**src/rtl/scr1_tcm_dmem_arbiter.sv**
```systemverilog
// SCR1 TCM data-memory arbiter: N requesters onto one pipelined TCM port.
// Fixed priority with starvation escape, or round-robin; local range errors.
package scr1_memif_pkg;
   typedef enum logic {
      SCR1_MEM_CMD_RD = 1'b0,
      SCR1_MEM_CMD_WR = 1'b1
   } type_scr1_mem_cmd_e;

   typedef enum logic [1:0] {
      SCR1_MEM_WIDTH_BYTE  = 2'b00,
      SCR1_MEM_WIDTH_HWORD = 2'b01,
      SCR1_MEM_WIDTH_WORD  = 2'b10,
      SCR1_MEM_WIDTH_ERROR = 2'b11
   } type_scr1_mem_width_e;

   typedef enum logic [1:0] {
      SCR1_MEM_RESP_NOTRDY = 2'b00,
      SCR1_MEM_RESP_RDY_OK = 2'b01,
      SCR1_MEM_RESP_RDY_ER = 2'b10
   } type_scr1_mem_resp_e;
endpackage

module scr1_tcm_dmem_arbiter
   import scr1_memif_pkg::*;
#(
   parameter int          N_PORTS  = 2,
   parameter int          ARB_MODE = 0,
   parameter int          MAX_WAIT = 15,
   parameter logic [31:0] TCM_SIZE = 32'h00010000,
   parameter int          DWIDTH   = 32
) (
   input  logic                 clk,
   input  logic                 rst_n,
   input  logic [N_PORTS-1:0]   m_req,
   input  type_scr1_mem_cmd_e   m_cmd     [N_PORTS],
   input  type_scr1_mem_width_e m_width   [N_PORTS],
   input  logic [31:0]          m_addr    [N_PORTS],
   input  logic [DWIDTH-1:0]    m_wdata   [N_PORTS],
   output logic [N_PORTS-1:0]   m_req_ack,
   output logic [DWIDTH-1:0]    m_rdata   [N_PORTS],
   output type_scr1_mem_resp_e  m_resp    [N_PORTS],
   output logic                 mem_req,
   output type_scr1_mem_cmd_e   mem_cmd,
   output type_scr1_mem_width_e mem_width,
   output logic [31:0]          mem_addr,
   output logic [DWIDTH-1:0]    mem_wdata,
   input  logic                 mem_req_ack,
   input  logic [DWIDTH-1:0]    mem_rdata,
   input  type_scr1_mem_resp_e  mem_resp
);

   localparam int IW = $clog2(N_PORTS);
   localparam logic [0:0] ADDR = 1'b0;
   localparam logic [0:0] DATA = 1'b1;

   logic [0:0]         state;
   logic [IW-1:0]      owner;
   logic [IW-1:0]      rr_ptr;
   logic               local_err;
   logic [7:0]         wcnt [N_PORTS];

   logic               gnt_vld;
   logic [IW-1:0]      gnt_idx;
   logic [N_PORTS-1:0] rot;
   logic [IW:0]        sum;
   logic               in_range;
   logic               resp_done;
   logic               accept_ok;
   logic               accept;

   always_comb begin
      gnt_vld = 1'b0;
      gnt_idx = '0;
      rot     = '0;
      sum     = '0;
      if (ARB_MODE == 0) begin
         for (int i = N_PORTS - 1; i >= 0; i--) begin
            if (m_req[i]) begin
               gnt_vld = 1'b1;
               gnt_idx = IW'(i);
            end
         end
         // starving ports override plain priority, lowest index first
         for (int i = N_PORTS - 1; i >= 0; i--) begin
            if (m_req[i] && wcnt[i] >= 8'(MAX_WAIT)) begin
               gnt_idx = IW'(i);
            end
         end
      end else begin
         rot = N_PORTS'({m_req, m_req} >> rr_ptr);
         for (int i = N_PORTS - 1; i >= 0; i--) begin
            if (rot[i]) begin
               gnt_vld = 1'b1;
               sum = {1'b0, rr_ptr} + (IW+1)'(i);
               if (sum >= (IW+1)'(N_PORTS)) begin
                  sum = sum - (IW+1)'(N_PORTS);
               end
               gnt_idx = sum[IW-1:0];
            end
         end
      end
   end

   assign in_range  = m_addr[gnt_idx] < TCM_SIZE;
   assign resp_done = (state == DATA)
                    & (local_err
                    | (mem_resp == SCR1_MEM_RESP_RDY_OK)
                    | (mem_resp == SCR1_MEM_RESP_RDY_ER));
   assign accept_ok = (state == ADDR) | resp_done;
   assign mem_req   = rst_n & gnt_vld & accept_ok & in_range;
   assign accept    = rst_n & gnt_vld & accept_ok
                    & (mem_req_ack | ~in_range);

   assign mem_cmd   = m_cmd[gnt_idx];
   assign mem_width = m_width[gnt_idx];
   assign mem_addr  = m_addr[gnt_idx];
   assign mem_wdata = m_wdata[gnt_idx];

   always_comb begin
      for (int i = 0; i < N_PORTS; i++) begin
         m_req_ack[i] = accept & (gnt_idx == IW'(i));
         m_resp[i]    = SCR1_MEM_RESP_NOTRDY;
         m_rdata[i]   = '0;
         if (state == DATA && owner == IW'(i)) begin
            if (local_err) begin
               m_resp[i] = SCR1_MEM_RESP_RDY_ER;
            end else begin
               m_resp[i]  = mem_resp;
               m_rdata[i] = mem_rdata;
            end
         end
      end
   end

   always_ff @(posedge clk or negedge rst_n) begin
      if (!rst_n) begin
         state     <= ADDR;
         owner     <= '0;
         rr_ptr    <= '0;
         local_err <= 1'b0;
      end else if (accept) begin
         state     <= DATA;
         owner     <= gnt_idx;
         local_err <= ~in_range;
         rr_ptr    <= (gnt_idx == IW'(N_PORTS - 1)) ? '0 : gnt_idx + 1'b1;
      end else if (resp_done) begin
         state     <= ADDR;
         local_err <= 1'b0;
      end
   end

   always_ff @(posedge clk or negedge rst_n) begin
      if (!rst_n) begin
         for (int i = 0; i < N_PORTS; i++) wcnt[i] <= '0;
      end else begin
         for (int i = 0; i < N_PORTS; i++) begin
            if (!m_req[i] || m_req_ack[i]) begin
               wcnt[i] <= '0;
            end else if (wcnt[i] < 8'(MAX_WAIT)) begin
               wcnt[i] <= wcnt[i] + 8'd1;
            end
         end
      end
   end

endmodule
```
**config.mk**
```make
export PLATFORM = sky130hd
export DESIGN_NAME = scr1_tcm_dmem_arbiter
export DESIGN_NICKNAME = d
export VERILOG_FILES = /design/src/rtl/scr1_tcm_dmem_arbiter.sv
export SDC_FILE = /design/constraint.sdc
export NUM_CORES = 1
export LEC_CHECK = 0
export ABC_AREA = 1
export CORE_AREA = 3 3 118 120
export CTS_BUF_LIST = sky130_fd_sc_hd__clkbuf_2 sky130_fd_sc_hd__clkbuf_4 sky130_fd_sc_hd__clkbuf_8
export DETAILED_ROUTE_END_ITERATION = 16
export DIE_AREA = 0 0 121 123
export SLEW_MARGIN = 15
export SYNTH_ARGS = -nofsm -noshare
export SYNTH_HDL_FRONTEND = slang
export SYNTH_SLANG_ARGS = --single-unit
```
**constraint.sdc**
```tcl
create_clock -name clk -period 3.5 [get_ports clk]
set_clock_uncertainty 0.05 [all_clocks]
set_input_delay 0.7 -clock clk [delete_from_list [all_inputs] [get_ports clk]]
set_output_delay 0.7 -clock clk [all_outputs]
set_load 0.03 [all_outputs]
```
Word-level counts from Yosys, hierarchy flattened
Index checks and enable logic that the tools add are counted.
{"block": "classes", "n_addsub": 2, "n_lt_le_gt_ge": 6, "eq_ne": 2, "n_mux": 30, "bitwise_logic": 16, "n_reduce_logical": 11}
{"cell": "32-bit 2-to-1 mux", "count": 9}
{"cell": "32-bit by 17-bit < comparator with 1-bit output, second input constant", "count": 1}
{"cell": "8-bit 2-to-1 mux", "count": 4}
{"cell": "8-bit by 1-bit adder with 8-bit output, second input constant", "count": 2}
{"cell": "8-bit by 4-bit greater-or-equal comparator with 1-bit output, second input constant", "count": 2}
{"cell": "8-bit by 4-bit < comparator with 1-bit output, second input constant", "count": 2}
{"cell": "2-bit 2-to-1 mux", "count": 6}
{"cell": "1-bit 2-to-1 mux", "count": 11}
{"cell": "1-bit AND", "count": 7}
{"cell": "2-bit nonzero test", "count": 3}
{"cell": "1-bit logical AND", "count": 4}
{"cell": "1-bit inverter", "count": 4}
{"cell": "1-bit OR", "count": 4}
{"cell": "2-bit by 1-bit == test with 1-bit output, second input constant", "count": 1}
{"cell": "2-bit == test, second input constant", "count": 1}
{"cell": "2-bit greater-or-equal comparator, second input constant", "count": 1}
{"cell": "1-bit zero test", "count": 2}
{"cell": "1-bit logical OR", "count": 2}
{"cell": "1-bit inverter with 2-bit output", "count": 1}
{"block": "word_totals", "ff_bits": 19, "inputBits": 173, "output_inout_bits": 138}

Longest topological paths before layout
{"block": "logic_depth", "ltp_word": 15, "mapped_depth": 16, "ltp_nobuf": 16}

Worst setup path before layout
No wires, ideal clock.
{"block": "synth_timing", "path_kind": "register -> output", "from": "register wcnt[8] in the netlist's numbering", "to": "output mem_req", "arrival_time_ns": 2.498, "required_time_ns": 2.750, "path_slack_ns": 0.252, "path_stages_with_launch": 14, "path_cell_list": "dfrtp_1 > ha_1 > nand3_1 > nand3_2 > nand2_2 > nand2_4 > buf_6 > nand2_1 > nand2_1 > nor2_1 > nand2_1 > nor2_4 > nand2_1 > nor3_1"}
{"block": "synth_via", "elab_chain_len": 9}
{"element": "start: declaration", "line_no": "60", "text": "logic [7:0] wcnt [N_PORTS];"}
{"element": "start signal: indexed assignment", "line_no": "160", "text": "wcnt[i] <= wcnt[i] + 8'd1;"}
{"element": "8-bit by 4-bit greater-or-equal comparator with 1-bit output", "line_no": "85", "text": "if (m_req[i] && wcnt[i] >= 8'(MAX_WAIT)) begin"}
{"element": "1-bit logical AND", "line_no": "85"}
{"element": "1-bit 2-to-1 mux", "line_no": "85"}
{"element": "1-bit inverter with 2-bit output"}
{"element": "32-bit 2-to-1 mux (3 in a row)"}
{"element": "named net mem_addr[27]", "line_no": "45", "text": "output logic [31:0] mem_addr,"}
{"element": "32-bit by 17-bit < comparator with 1-bit output", "line_no": "104", "text": "assign in_range = m_addr[gnt_idx] < TCM_SIZE;"}
{"element": "1-bit AND", "line_no": "110", "text": "assign mem_req = rst_n & gnt_vld & accept_ok & in_range;"}
{"element": "end: declaration", "line_no": "42", "text": "output logic mem_req,"}
The timed path passes the listed nets, and every way through them passes these cells. The select of a mux whose other input is x is not followed.

Worst setup path in the final report
{"block": "layout_timing", "from": "register wcnt[8] in the netlist's numbering", "to": "output mem_req"}
{"block": "layout_via", "elab_chain_len": 9}
{"element": "8-bit by 4-bit greater-or-equal comparator with 1-bit output", "line_no": "85"}
{"element": "1-bit logical AND", "line_no": "85"}
{"element": "1-bit 2-to-1 mux", "line_no": "85"}
{"element": "1-bit inverter with 2-bit output (not written as such)", "line_no": "104"}
{"element": "32-bit 2-to-1 mux (not written as such) (3 in a row)", "line_no": "104"}
{"element": "32-bit by 17-bit < comparator with 1-bit output", "line_no": "104"}
{"element": "1-bit AND", "line_no": "110"}
No other way between the ends. The select of a mux whose other input is x is not followed.

==> flow_metrics.tcl <==
set metrics [dict create \
    antenna_cells 0 \
    netlist_instances 447 \
    hp-class "reg2reg" \
    numPortBuffers 310 \
    finalPower_uw 1410 \
    maxSlewViolCount 0 \
    wirelength_mm 13.9 \
    vias 3941 \
    io_pins 311 \
    place_ws_ns -0.103 \
    ys_top_cells_by_count "182 x nand2_1, 65 x nor3_1, 49 x inv_1, 23 x nor2_2, 19 x dfrtp_1" \
    synthesis.area_um2 2570 \
    nets 932 \
    cp_data_arrival_time_ns 2.51 \
    synth_warnings 0 \
    synth.avg_cell_area_um2 5.76 \
    critPathLaunchType "flop" \
    synth_edf_count 0 \
    grt_pass1_vias 3778 \
    cts.clk_slew.worst_paths_ns 0.07 \
    grt_max_degree 66 \
    grt_overflow_total 0 \
    clock-root-buffer "clkbuf_8" \
    min_period_ns 3.26 \
    final_util_pct 45.3 \
    yosysTopAreaCell "nand2_1" \
    status "finished clean" \
    area_growth_pct 130 \
    cts_tree "yes" \
    synthFlopType "dfrtp_1" \
    gp_congestion 0.824 \
    critPathKind "reg2out" \
    max_slew.worst_pin.slew_ns 0.614 \
    drt_iter0_drc 135 \
    rsz0062_at_grt "no" \
    setup_viol 0 \
    drc_errors 0 \
    ant_nets 0 \
    worstPathMaxFanout 14 \
    cts_buffers 3 \
    first_pass_iters 4 \
    yosysUniqueCellTypes 26 \
    worst_ir_drop_vdd_uv 131 \
    via_per_inst 4.23 \
    ys_seq_area_share_pct 18.5 \
    regToRegStartpoint "wcnt[8]" \
    synthesis.nets 622 \
    hold_path_depth 2 \
    fill_cells 1309 \
    coreArea_um2 13100 \
    antenna_found_initial 1 \
    initial_core_util_pct 19.7 \
    clock-sinks 19 \
    r2r_slack_ns 1.20 \
    placed_area_um2 5870 \
    fp.dieH_um 123 \
    fin_crit_sh_pct 93.1 \
    cts.htree.levels 1 \
    fin_area_um2 5920 \
    chipWidth_um 121 \
    core.rowCount 42 \
    synth_area_leaders "nand2_1 27%, dfrtp_1 18%, nor3_1 13%" \
    tns_ns 0 \
    holdCritStartpoint "owner" \
    async_flop_share_pct 100 \
    r2r_end "wcnt[5]" \
    die-area_um2 14900 \
    insertion_delay_ns 0.25 \
    worstSetupEndpointType "output pin" \
    setup_ws_ns 0.240 \
    slew_headroom_pct 59.1 \
    fmax_mhz 307 \
    r2r_cells 15 \
    worst-endpoint-required_ns 2.75 \
    synth.ff_latch_count 19 \
    layout-drive-gt1-share_pct 21.6 \
    dpl.hpwl_mm 12.2 \
    synth_top_area_share_pct 26.5 \
    min_to "owner" \
    grt_pass1_wl_mm 19.8 \
    powerDensity_nw_per_um2 238 \
    clockBufferDepth 2 \
    cap_violations 0 \
    yosysMostFrequentCell "nand2_1" \
    p_leak_uw 0.00279 \
    grt_usage_pct 16.7 \
    wl_per_cell_um 14.9 \
    hold_violations 0 \
]
-- state kept, by name (all words and copies together), names as in the netlist --
register	cells
local_err	1
owner	1
state	1
wcnt	16
-- through the flow --
| step | hold slack, ns | instances |
|---|---|---|
| floorplan | 0.354 | 447 |
| global route | 0.490 | 932 |
| CTS | 0.463 | 932 |
| global placement | 0.451 | 928 |
| finish | 0.459 | 932 |
| detailed placement | 0.445 | 928 |
-- power breakdown --
group,internal [uW],leakage (uW),total (uW),switching [uW]
logic,455,0.00250,1020,561
clock network,79.1,0.0000255,152,72.5
registers,232,0.000255,244,11.7
total,766,0.00279,1410,645
-- area by class of cell --
cell class,instances,area (um^2),area share (%)
clock buffers,3,41.3,0.697
multi-input cells,351,1790,30.2
repair buffers,332,3210,54.1
clock inverters,1,5.00,0.0845
inverters,50,188,3.17
flip-flops and latches,19,477,8.05
well taps,176,220,3.72
-- layout by cell type (no fill, tap or decap), drive strengths merged --
| cell type | instances |
|---|---|
| nand2 | 211 |
| nor3 | 65 |
| mux2i | 2 |
| clkbuf | 3 |
| nand3 | 23 |
| nand4 | 2 |
| a31o | 2 |
| dlymetal6s2s | 1 |
| xor2 | 4 |
| dfrtp | 19 |
| o221ai | 1 |
| clkinv | 1 |
| clkdlybuf4s50 | 238 |
| nand3b | 1 |
| buf | 92 |
| nor2 | 38 |
| inv | 50 |
| ha | 2 |
| dlygate4sd2 | 1 |
-- critical path, stage by stage, from the launching register on --
cell and delay [ns]:
dfrtp_1 0.42, ha_1 0.24, nand3_1 0.10, nand3_2 0.13, nand2_2 0.14, nand2_4 0.09, buf_12 0.15, nand2_1 0.06
nand2_1 0.08, nor2_2 0.11, nand2_1 0.09, nor2_4 0.14, nand2_1 0.09, nor3_2 0.21, buf_4 0.20
-- logic make-up after synthesis --
| kind of cell | share of synthesized area (%) |
|---|---|
| AOI/OAI and AO/OA | 1.02 |
| xor gates and xnor gates | 1.36 |
| adders and majority gates | 0.972 |
| buffers and inverters | 12.3 |
| DFF | 18.5 |
| muxes | 0.777 |
| and+or+nand+nor | 65.1 |
-- what timing repair did --
action | 4_1_cts | 5_1_grt
gates resized for setup | 2 | 1
pin swaps | 0 | 1
buffers inserted | 0 | 0
hold buffers | 0 | 0
endpoints found under the setup margin | 1 | 3
-- routing by layer --
metal	track usage [%]	wire length (um)
met5	0	13
met2	30.0	6890
met4	3.54	218
met3	5.26	1380
met1	19.6	5390
-- worst max-delay path by stage --
stage	start	end	slack [ns]
after floorplan	wcnt[8]	mem_req	0.25
after global placement	m_req[1]	mem_req	-0.06
after detailed placement	m_req[1]	mem_req	-0.10
after CTS	m_req[0]	mem_req	0.11
after global routing	wcnt[8]	mem_req	0.01
final	wcnt[8]	mem_req	0.24
Note: power is estimated with default switching activity, not from simulation.
